--- config.mk ---
export PLATFORM = sky130hd
export DESIGN_NAME = if_stage_fetch_flat
export DESIGN_NICKNAME = d
export VERILOG_FILES = /design/src/rtl/if_stage_fetch_if.sv /design/src/rtl/if_stage_fetch.sv /design/src/flat_wrapper.sv
export SDC_FILE = /design/constraint.sdc
export NUM_CORES = 1
export LEC_CHECK = 0
export ABC_AREA = 1
export CAP_MARGIN = 20
export CORE_UTILIZATION = 23
export CTS_CLUSTER_DIAMETER = 60
export DETAILED_ROUTE_END_ITERATION = 8
export PLACE_DENSITY_LB_ADDON = 0.25
export SLEW_MARGIN = 25
export SYNTH_ARGS = -nofsm -noshare
export SYNTH_HDL_FRONTEND = slang
export SYNTH_SLANG_ARGS = --single-unit
--- constraint.sdc ---
create_clock -name clk -period 1.6 [get_ports clk]
set_clock_uncertainty 0.15 [all_clocks]
set_input_delay 0.16 -clock clk [delete_from_list [all_inputs] [get_ports clk]]
set_output_delay 0.16 -clock clk [all_outputs]
set_load 0.02 [all_outputs]
--- src/rtl/if_stage_fetch_if.sv ---
// Instruction-memory bus between the fetch stage and instruction memory.
// The fetch stage (master) drives the word address. The memory (slave)
// returns the instruction word combinationally.
interface if_stage_fetch_if #(
  parameter int unsigned IMEM_AW = 8
);
  logic [IMEM_AW-1:0] imem_addr;
  logic [31:0]        imem_rdata;

  modport master (output imem_addr, input  imem_rdata);
  modport slave  (input  imem_addr, output imem_rdata);
endinterface

--- src/rtl/if_stage_fetch.sv ---
// Instruction-fetch stage: owns the PC, addresses instruction memory and
// captures the fetched word into the IF/ID pipeline register.
// Redirect priority per edge: EX branch > stall > ID jump > sequential.
// Optional macro IF_PERF_CNT_EN adds fetch_cnt/bubble_cnt performance counters.
module if_stage_fetch #(
  parameter logic [31:0] RESET_PC = 32'h0000_0000,
  parameter int unsigned IMEM_AW  = 8,
  parameter logic [31:0] NOP_INST = 32'h0000_0000
) (
  input  logic                  clk,
  input  logic                  rst,
  input  logic                  stall,
  input  logic                  id_jump,
  input  logic [31:0]           id_jump_target,
  input  logic                  ex_branch_taken,
  input  logic [31:0]           ex_branch_target,
  if_stage_fetch_if.master      imem,
  output logic [31:0]           pc_out,
  output logic [31:0]           if_id_inst,
  output logic [31:0]           if_id_pc_plus4,
  output logic                  if_id_valid
`ifdef IF_PERF_CNT_EN
  ,
  output logic [31:0]           fetch_cnt,
  output logic [31:0]           bubble_cnt
`endif
);

  logic [31:0] r_pc;
  logic [31:0] r_inst;
  logic [31:0] r_pc_plus4;
  logic        r_valid;

  logic [31:0] w_pc_plus4;
  logic [31:0] w_pc_nxt;
  logic [31:0] w_inst_nxt;
  logic [31:0] w_pc_plus4_nxt;
  logic        w_valid_nxt;

  assign w_pc_plus4    = r_pc + 32'd4;
  assign imem.imem_addr = r_pc[IMEM_AW+1:2];

  assign pc_out         = r_pc;
  assign if_id_inst     = r_inst;
  assign if_id_pc_plus4 = r_pc_plus4;
  assign if_id_valid    = r_valid;

  // Next-state selection in redirect priority order; stall holds everything.
  always_comb begin
    w_pc_nxt       = r_pc;
    w_inst_nxt     = r_inst;
    w_pc_plus4_nxt = r_pc_plus4;
    w_valid_nxt    = r_valid;
    if (ex_branch_taken) begin
      w_pc_nxt       = {ex_branch_target[31:2], 2'b00};
      w_inst_nxt     = NOP_INST;
      w_pc_plus4_nxt = '0;
      w_valid_nxt    = 1'b0;
    end else if (stall) begin
      w_pc_nxt       = r_pc;
    end else if (id_jump) begin
      w_pc_nxt       = {id_jump_target[31:2], 2'b00};
      w_inst_nxt     = NOP_INST;
      w_pc_plus4_nxt = '0;
      w_valid_nxt    = 1'b0;
    end else begin
      w_pc_nxt       = w_pc_plus4;
      w_inst_nxt     = imem.imem_rdata;
      w_pc_plus4_nxt = w_pc_plus4;
      w_valid_nxt    = 1'b1;
    end
  end

  // PC and IF/ID register update with asynchronous reset.
  always_ff @(posedge clk or negedge rst) begin
    if (!rst) begin
      r_pc       <= RESET_PC;
      r_inst     <= NOP_INST;
      r_pc_plus4 <= '0;
      r_valid    <= 1'b0;
    end else begin
      r_pc       <= w_pc_nxt;
      r_inst     <= w_inst_nxt;
      r_pc_plus4 <= w_pc_plus4_nxt;
      r_valid    <= w_valid_nxt;
    end
  end

`ifdef IF_PERF_CNT_EN
  logic [31:0] r_fetch_cnt;
  logic [31:0] r_bubble_cnt;
  logic        w_fetch_evt;
  logic        w_bubble_evt;

  assign w_fetch_evt  = !ex_branch_taken && !stall && !id_jump;
  assign w_bubble_evt = ex_branch_taken || (!stall && id_jump);
  assign fetch_cnt    = r_fetch_cnt;
  assign bubble_cnt   = r_bubble_cnt;

  // Count valid fetches and redirect bubbles; stall edges count neither.
  always_ff @(posedge clk or negedge rst) begin
    if (!rst) begin
      r_fetch_cnt  <= '0;
      r_bubble_cnt <= '0;
    end else begin
      if (w_fetch_evt)  r_fetch_cnt  <= r_fetch_cnt + 32'd1;
      if (w_bubble_evt) r_bubble_cnt <= r_bubble_cnt + 32'd1;
    end
  end
`endif

endmodule

--- src/flat_wrapper.sv ---
// flat-port wrapper written by rule: the top's interface ports become plain ports
module if_stage_fetch_flat 
#(
  parameter logic [31:0] RESET_PC = 32'h0000_0000,
  parameter int unsigned IMEM_AW  = 8,
  parameter logic [31:0] NOP_INST = 32'h0000_0000
)
  (clk, rst, stall, id_jump, id_jump_target, ex_branch_taken, ex_branch_target, pc_out, if_id_inst, if_id_pc_plus4, if_id_valid, imem_imem_addr, imem_imem_rdata);
  if_stage_fetch_if #(.IMEM_AW(IMEM_AW)) imem_i ();
  input  logic clk;
  input  logic rst;
  input  logic stall;
  input  logic id_jump;
  input  logic [31:0] id_jump_target;
  input  logic ex_branch_taken;
  input  logic [31:0] ex_branch_target;
  output logic [31:0] pc_out;
  output logic [31:0] if_id_inst;
  output logic [31:0] if_id_pc_plus4;
  output logic if_id_valid;
  output wire logic [$bits(imem_i.imem_addr)-1:0] imem_imem_addr;
  input wire logic [$bits(imem_i.imem_rdata)-1:0] imem_imem_rdata;
  assign imem_imem_addr = imem_i.imem_addr;
  assign imem_i.imem_rdata = imem_imem_rdata;
  if_stage_fetch #(.RESET_PC(RESET_PC), .IMEM_AW(IMEM_AW), .NOP_INST(NOP_INST)) u_core (.clk(clk), .rst(rst), .stall(stall), .id_jump(id_jump), .id_jump_target(id_jump_target), .ex_branch_taken(ex_branch_taken), .ex_branch_target(ex_branch_target), .imem(imem_i), .pc_out(pc_out), .if_id_inst(if_id_inst), .if_id_pc_plus4(if_id_pc_plus4), .if_id_valid(if_id_valid));
endmodule
### After elaboration in Yosys (flattened, before gate mapping)

Cells that the tools add are included.

* add/sub/neg operators: 1
* $mul: 0
* divide/modulo/power cells: 0
* $lt $le $gt $ge: 0
* equality and inequality tests: 1
* shift operators: 0
* mux-type cells: 12
* bitwise operators: 0
* reductions and logical operators: 0

Operator list (number)
* $mux 32: 9
* $add 32x3->32 const B: 1
* $mux 1: 3
* $ne 2x1->1 const B: 1

* register bits: 97
* bits in latches: 0
* bits in writable memories: 0
* ROM bits: 0
* input port bits: 101
* output and inout port bits: 105
* word-level logic and storage cells: 18
* memories: 0

### Longest topological paths before layout

Gate-level depths: netlist of run 1.

* depth in word-level cells: 4
* mapped depth: 10
* depth with buffers taken out: 10

### Worst setup path before layout of run 1

Ideal clock, no wire load.

* kind: register to register
* start: reg u_core.r_pc[3], in the netlist u_core.pc_out[3]
* end: reg u_core.r_pc[28], in the netlist u_core.pc_out[28]
* library setup time: 0.116 ns
* data arrival time: 1.517 ns
* required time: 1.334 ns
* path slack: -0.184 ns
* cell stages (with the launch flop): 11
* path buffers: 0
* clock period less this slack: 1.784 ns
* path through: dfrtp_1 > ha_1 > nand2_2 > nor2_4 > nand2_4 > nor2_4 > nand2_1 > nand2_1 > nand3_1 > nand2_1 > nand2_1

* word-level cells in the longest chain between the ends: 4

Ends and longest elaborated chain
* start, declared: RTL line if_stage_fetch.sv:29 `logic [31:0] r_pc;`
* start signal, assigned: RTL line if_stage_fetch.sv:82 `r_pc <= w_pc_nxt;`
* $add 32x3->32: RTL line if_stage_fetch.sv:40 `assign w_pc_plus4 = r_pc + 32'd4;`
* $mux 32: RTL line if_stage_fetch.sv:61 `end else if (id_jump) begin`
* $mux 32: RTL line if_stage_fetch.sv:59 `end else if (stall) begin`
* $mux 32: RTL line if_stage_fetch.sv:54 `if (ex_branch_taken) begin`

No other way between the ends. The select of a mux whose other input is x is not followed.
A chain may end at the register's enable or synchronous reset.

### Final worst setup path of run 1

* start: reg u_core.r_pc[2], in the netlist u_core.pc_out[2]
* end: reg u_core.r_pc[28], in the netlist u_core.pc_out[28]

The elaborated chain is that of the path after synthesis.

==> results.json, run 1 <==
{
  "outcome": "complete, but fails checks",
  "violations": "setup timing",
  "power.internal_w": 0.00446,
  "regArea_um2": 2360,
  "cts_root_buf": "clkbuf_16",
  "slowest_delay_ps": 400,
  "rows": 54,
  "layout-drive-gt1-share_pct": 21.5,
  "async_flop_share_pct": 100,
  "clk_pin_slew_ps": 80,
  "synth_cell_type_count": 31,
  "synth_area_per_cell_um2": 7.60,
  "drt-initial-drc-count": 153,
  "cpMaxStageDelayCell": "dfrtp_2",
  "crit_chain": "ha_4 -> nand2_4 -> nor2_4 -> nand2_4 -> nor2_4 -> nand2_1 -> nand2_1 -> nand3_1 -> nand2_1 -> nand2_1",
  "startpoint_type": "flip-flop",
  "via_per_inst": 4.30,
  "path_depth": 10,
  "synth-edff-count": 0,
  "multiInputGateArea_um2": 2560,
  "worstPathArrival_ps": 1760,
  "cts_tree": "built",
  "cp_max_fo": 7,
  "grt_max_degree": 49,
  "htree_levels": 3,
  "power.share.sequential_pct": 40.4,
  "design.core.area_um2": 21800,
  "rsz0062_at_grt": "true",
  "track_usage_pct": 16.5,
  "synthToLayoutAreaGrowth_pct": 65.8,
  "finalCritPeriodShare_pct": 104,
  "drtPass1Iterations": 4,
  "p_leak_nw": 4.32,
  "r2r_slack_ps": -70,
  "clk_latency_ps": 350,
  "path_common_cell": "nand2_1",
  "crit_buf_inv": 0,
  "clk_path_buf_depth": 2,
  "netSwitchingPower_w": 0.00209,
  "antenna_found_initial": 1,
  "post-route-min-period_ps": 1670,
  "grt_overflow": 0,
  "worstHoldEndpoint": "u_core.pc_out[4]",
  "wl_per_cell_um": 15.1,
  "pwr-share-clk_pct": 32.6,
  "hp-class": "in -> reg",
  "die_x_um": 151,
  "cellPowerDensity_nw_per_um2": 778,
  "holdCritStartpoint": "ex_branch_taken",
  "via_count": 5211,
  "worstRegToRegCells": 10,
  "maxSlewViolCount": 0,
  "netlist_instances": 669,
  "dp.cells": 1183,
  "antenna_left": 0,
  "whs_path_depth": 3,
  "drc": 0,
  "p_sw_share_pct": 31.9,
  "fin_cells": 1213,
  "yosys_register_bits": 94,
  "comb_power_share_pct": 27.0,
  "drt-total-wl_um": 18300,
  "numCtsBuffers": 9,
  "final_area_um2": 8420,
  "reg2reg_from": "u_core.pc_out[2]",
  "cp-end-kind": "flip-flop",
  "hpwl_um": 13500,
  "cts_num_sinks": 94,
  "grt_pass1_wl_um": 28200,
  "setup-violations-final": 24,
  "die_area_um2": 22700,
  "io_pins": 206,
  "fillerInstances": 2307,
  "ys_seq_area_share_pct": 46.3,
  "cap_violations": 0,
  "vdd_drop_max_uv": 480,
  "start_util_pct": 23.4,
  "worst_slack_ps": -69.4,
  "die_y_um": 151,
  "max_freq_mhz": 599,
  "n_antenna_cell": 0,
  "place_area_um2": 7920,
  "grt_pass1_vias": 5208,
  "critical-path-top-delay-family": "simple AND/OR/NAND/NOR gates",
  "r2r-end": "u_core.pc_out[28]",
  "synth-warning-count": 0,
  "netlist_area_um2": 5080,
  "nets": 1030,
  "port_buffers": 199,
  "place_congestion": 0.778,
  "synth_ff_type": "dfrtp_1",
  "hold_viol": 0,
  "critPathRequiredTime_ps": 1690,
  "worstSetupPathType": "reg -> reg"
}
==> what timing repair did <==
item                       in CTS  in global routing
setup endpoints to repair     141                 60
hold buffers                    1                  0
hold endpoints to repair       94                  0
gates resized for setup       135                 58
pin swaps                       6                 19
setup buffers                   4                  9
==> metal layers <==
layer	vias to the layer above	track usage [%]	part of all wire, %
li1	2627	-	-
met5	-	0	0.060
met2	169	26.5	46
met3	15	5.39	8.4
met1	2398	21.1	45
met4	2	4.35	0.97
==> power groups by stage <==
stage | clock network (W) | registers [W] | logic [W]
after detailed placement | 0 | 0.00270 | 0.00178
after global placement | 0 | 0.00270 | 0.00178
final | 0.00214 | 0.00265 | 0.00177
after CTS | 0.00221 | 0.00265 | 0.00172
after floorplan | 0 | 0.00289 | 0.000564
after global routing | 0.00232 | 0.00267 | 0.00193
==> worst min-delay path, cell delays in order <==
cell     delay, ps
buf_2          180
nand2_1         80
nand3_1         70
==> cell usage after synthesis, types with 2 or more instances <==
cell type	number	area [um2]
o21ai_1	5	25.0
o21ai_2	4	35.0
o21ai_0	32	160
xor2_1	6	52.6
a22o_1	36	315
nor2_4	6	67.6
dfrtp_1	94	2350
buf_1	2	7.51
nor2_1	77	289
o211ai_1	2	15.0
nand3_1	48	240
buf_4	12	90.1
nand2_4	2	22.5
nand2_1	228	856
inv_1	56	210
nor2_2	7	43.8
and2_1	8	50.1
buf_2	12	60.1
clkbuf_1	13	48.8
nand2_2	8	50.1
==> metrics by stage <==
step / setup slack [ps] / hold slack, ps / TNS, ps / total power (W) / utilization [%]
finish: -69.4 / 36.6 / -748 / 0.00655 / 38.7
global route: -174 / 67.2 / -5350 / 0.00692 / 38.7
CTS: -98.2 / 30.2 / -1100 / 0.00658 / 37.7
detailed placement: -134 / -53.9 / -3750 / 0.00448 / 36.4
global placement: -124 / -56.1 / -2440 / 0.00448 / 36.4
floorplan: -35.2 / -286 / -106 / 0.00345 / -
==> sequential cells by signal (all words and copies together) (netlist names) <==
register               cells
u_core.if_id_inst         32
u_core.if_id_pc_plus4     31
u_core.if_id_valid         1
u_core.pc_out             30
==> worst max path at each step <==
stage,from,to,slack (ps)
final,u_core.pc_out[2],u_core.pc_out[28],-70
after global routing,u_core.pc_out[2],u_core.pc_out[28],-170
after CTS,u_core.pc_out[2],u_core.pc_out[28],-100
after detailed placement,id_jump,u_core.pc_out[10],-130
after global placement,id_jump,u_core.pc_out[10],-120
after floorplan,u_core.pc_out[2],u_core.pc_out[28],-40
==> cells by family after synthesis <==
kind of cell    synth area share, %
compound gates                 11.4
buf+inv                        8.27
xor+xnor                       1.03
flops                          46.3
other cells                  0.0738
simple gates                   32.7
fa+ha+maj                     0.246
==> area by class of cell <==
cell class                      count  area share [%]
Timing Repair Buffer              286            31.5
Inverter                           57            2.54
Clock inverter                      6           0.535
Tap cell                          280            4.16
Multi-Input combinational cell    480            30.4
Sequential cell                    94            28.0
Clock buffer                       10            2.84
==> cells in the final DEF (no fill, tap or decap), types with 16 or more instances in the layout <==
| cell type | count |
|---|---|
| dlygate4sd2_1 | 87 |
| buf_4 | 77 |
| dfrtp_1 | 91 |
| a22o_1 | 36 |
| inv_1 | 54 |
| nor2_1 | 63 |
| nor2_2 | 16 |
| nand3_1 | 42 |
| nand2_2 | 23 |
| o21ai_0 | 25 |
| clkdlybuf4s50_1 | 94 |
| nand2_1 | 210 |
No activity file was read; power rests on OpenSTA's default activity.
==> run 2, diff against run 1 <==
--- a/config.mk
+++ b/config.mk
@@ -7,6 +7,8 @@
 export LEC_CHECK = 0
 export ABC_AREA = 1
 export CAP_MARGIN = 20
+export CELL_PAD_IN_SITES_DETAIL_PLACEMENT = 1
+export CELL_PAD_IN_SITES_GLOBAL_PLACEMENT = 1
 export CORE_UTILIZATION = 23
 export CTS_CLUSTER_DIAMETER = 60
 export DETAILED_ROUTE_END_ITERATION = 8
==> run 2 against run 1 <==
  * The run still ends with setup timing left
  * Largest cell class unchanged
  * Via count up 3.7%
  * Die area unchanged
  * Highest routed layer unchanged
  * Final area up 1.7%
  * First-iteration DRC count down 16%
  * Clock power up 8%
  * Register-to-register slack worse by 70 ps
  * Maximum frequency decreased by 3.7%
  * Core utilization up 0.66 points
  * Critical path depth down 1
  * Final cell count grew 0.33%
  * Non-clock buffer count grew 4
==> results.json, run 2 (synthesized netlist as in run 1, its figures left out) <==
{
  "outcome": "complete, but fails checks",
  "violations": "setup timing",
  "vdd_drop_max_uv": 416,
  "setup-violations-final": 34,
  "grt_pass1_wl_um": 31300,
  "start_util_pct": 23.4,
  "rows": 54,
  "fillerInstances": 2604,
  "worstRegToRegCells": 9,
  "rsz0062_at_grt": "true",
  "cp_max_fo": 7,
  "largest_register_ffs": 32,
  "via_count": 5405,
  "die_x_um": 151,
  "cts_root_buf": "clkbuf_16",
  "clk_latency_ps": 350,
  "n_antenna_cell": 0,
  "startpoint_type": "flip-flop",
  "die_y_um": 151,
  "numCtsBuffers": 9,
  "r2r-end": "u_core.if_id_pc_plus4[18]",
  "hp-class": "in -> async",
  "antenna_left": 0,
  "power.internal_w": 0.00463,
  "cts_tree": "built",
  "drc": 0,
  "worstPathArrival_ps": 1860,
  "final_area_um2": 8570,
  "cap_violations": 0,
  "layout_common_cells": "nand2_1 (208), clkdlybuf4s50_1 (94), dfrtp_1 (89)",
  "port_buffers": 199,
  "power.share.sequential_pct": 39.3,
  "worstSetupPathType": "reg -> reg",
  "worst_slack_ps": -134,
  "place_area_um2": 7980,
  "hpwl_um": 15100,
  "track_usage_pct": 18.4,
  "antenna_found_initial": 2,
  "p_leak_nw": 4.35,
  "critPathRequiredTime_ps": 1730,
  "final_common_cell": "nand2_1",
  "via_per_inst": 4.44,
  "nets": 1034,
  "r2r_slack_ps": -130,
  "post-route-min-period_ps": 1730,
  "drt-total-wl_um": 19900,
  "grt_pass1_vias": 5741,
  "grt_max_degree": 47,
  "cts_num_sinks": 94,
  "wl_per_cell_um": 16.4,
  "max_freq_mhz": 577,
  "finalPower_w": 0.00677,
  "synthToLayoutAreaGrowth_pct": 68.6,
  "place_congestion": 0.783,
  "grt_overflow": 0,
  "maxSlewViolCount": 0,
  "clk_path_buf_depth": 2,
  "io_pins": 206,
  "design.core.area_um2": 21800,
  "finalCritPeriodShare_pct": 108,
  "p_sw_share_pct": 31.6,
  "clk_pin_slew_ps": 80,
  "reg2reg_from": "u_core.pc_out[2]",
  "cp-end-kind": "flip-flop",
  "netSwitchingPower_w": 0.00214,
  "layout-drive-gt1-share_pct": 22.3,
  "drt-initial-drc-count": 128,
  "comb_power_share_pct": 26.6,
  "die_area_um2": 22700,
  "hold_viol": 0,
  "drtPass1Iterations": 4,
  "final_util_pct": 39.4,
  "cellPowerDensity_nw_per_um2": 791,
  "htree_levels": 3,
  "pwr-share-clk_pct": 34.1,
  "pre_cts_slack_ps": -143
}
run 2: cell types whose count changed in the layout (fill, tap and decap cells not counted), sizes merged:
cell           previous run  this run
clkinvlp                  0         4
clkinv                    5         0
clkdlybuf4s15            13         9
bufinv                    0         1
clkbuf                   11        14
buf                      90        94
dlygate4sd2              87        88
run 2: area by class of cell:
class	instances	area, um2	share of cell area [%]
inverters	57	214	2.50
clock inverters	6	68.8	0.803
well taps	280	350	4.09
repair buffers	290	2720	31.8
multi-input cells	480	2610	30.5
flip-flops and latches	94	2360	27.5
clock buffers	10	239	2.79
run 2: worst max path at each step:
stage / start / endpoint / depth (start not counted)
floorplan: u_core.pc_out[2] / u_core.pc_out[28] / 10
global placement: id_jump / u_core.if_id_pc_plus4[10] / 5
detailed placement: u_core.pc_out[3] / u_core.pc_out[8] / 9
CTS: u_core.pc_out[2] / u_core.pc_out[20] / 10
global route: u_core.pc_out[2] / u_core.pc_out[20] / 10
finish: u_core.pc_out[2] / u_core.if_id_pc_plus4[18] / 9
run 2: repair_timing:
| action | in CTS | in global routing |
|---|---|---|
| resized for setup | 157 | 56 |
| endpoints found under the setup margin | 141 | 59 |
| hold endpoints to repair | 94 | 0 |
| pin swaps | 16 | 22 |
| hold buffers | 1 | 0 |
| buffers inserted | 6 | 8 |
run 2: metrics by stage:
step	hold WS [ps]	setup TNS [ps]	cells
6_report	122	-2170	1217
4_1_cts	131	-2020	1209
3_5_place_dp	-32.4	-4340	1186
3_3_place_gp	-32.2	-1940	1186
2_1_floorplan	-286	-106	670
5_1_grt	151	-6690	1217
run 2: metal layers:
metal	vias to the layer above	track usage [%]	part of all wire, %
met2	160	30.6	47
li1	2631	-	-
met3	19	5.82	8.5
met1	2591	22.6	43
met5	-	0	0.14
met4	4	5.40	1.3
run 2: worst max-delay path: stages, from the launching register on:
cell and delay [ps]:
dfrtp_2 400, ha_4 160, nand2_4 60, nor2_4 190, nand2_8 120, nor2_8 190
buf_6 120, nand2_4 40, and2_4 150, o21ai_2 90
run 2: power groups by stage:
stage / clock network [W] / logic, W / registers, W
global route: 0.00246 / 0.00198 / 0.00268
floorplan: 0 / 0.000564 / 0.00289
finish: 0.00231 / 0.00180 / 0.00266
global placement: 0 / 0.00181 / 0.00271
CTS: 0.00236 / 0.00178 / 0.00266
detailed placement: 0 / 0.00183 / 0.00271
==> run 3, diff against run 2 <==
--- a/config.mk
+++ b/config.mk
@@ -13,7 +13,6 @@
 export CTS_CLUSTER_DIAMETER = 60
 export DETAILED_ROUTE_END_ITERATION = 8
 export PLACE_DENSITY_LB_ADDON = 0.25
-export SLEW_MARGIN = 25
 export SYNTH_ARGS = -nofsm -noshare
 export SYNTH_HDL_FRONTEND = slang
 export SYNTH_SLANG_ARGS = --single-unit
==> results of run 3 <==
Final layout, timing and power as in run 2 (identical DEF).
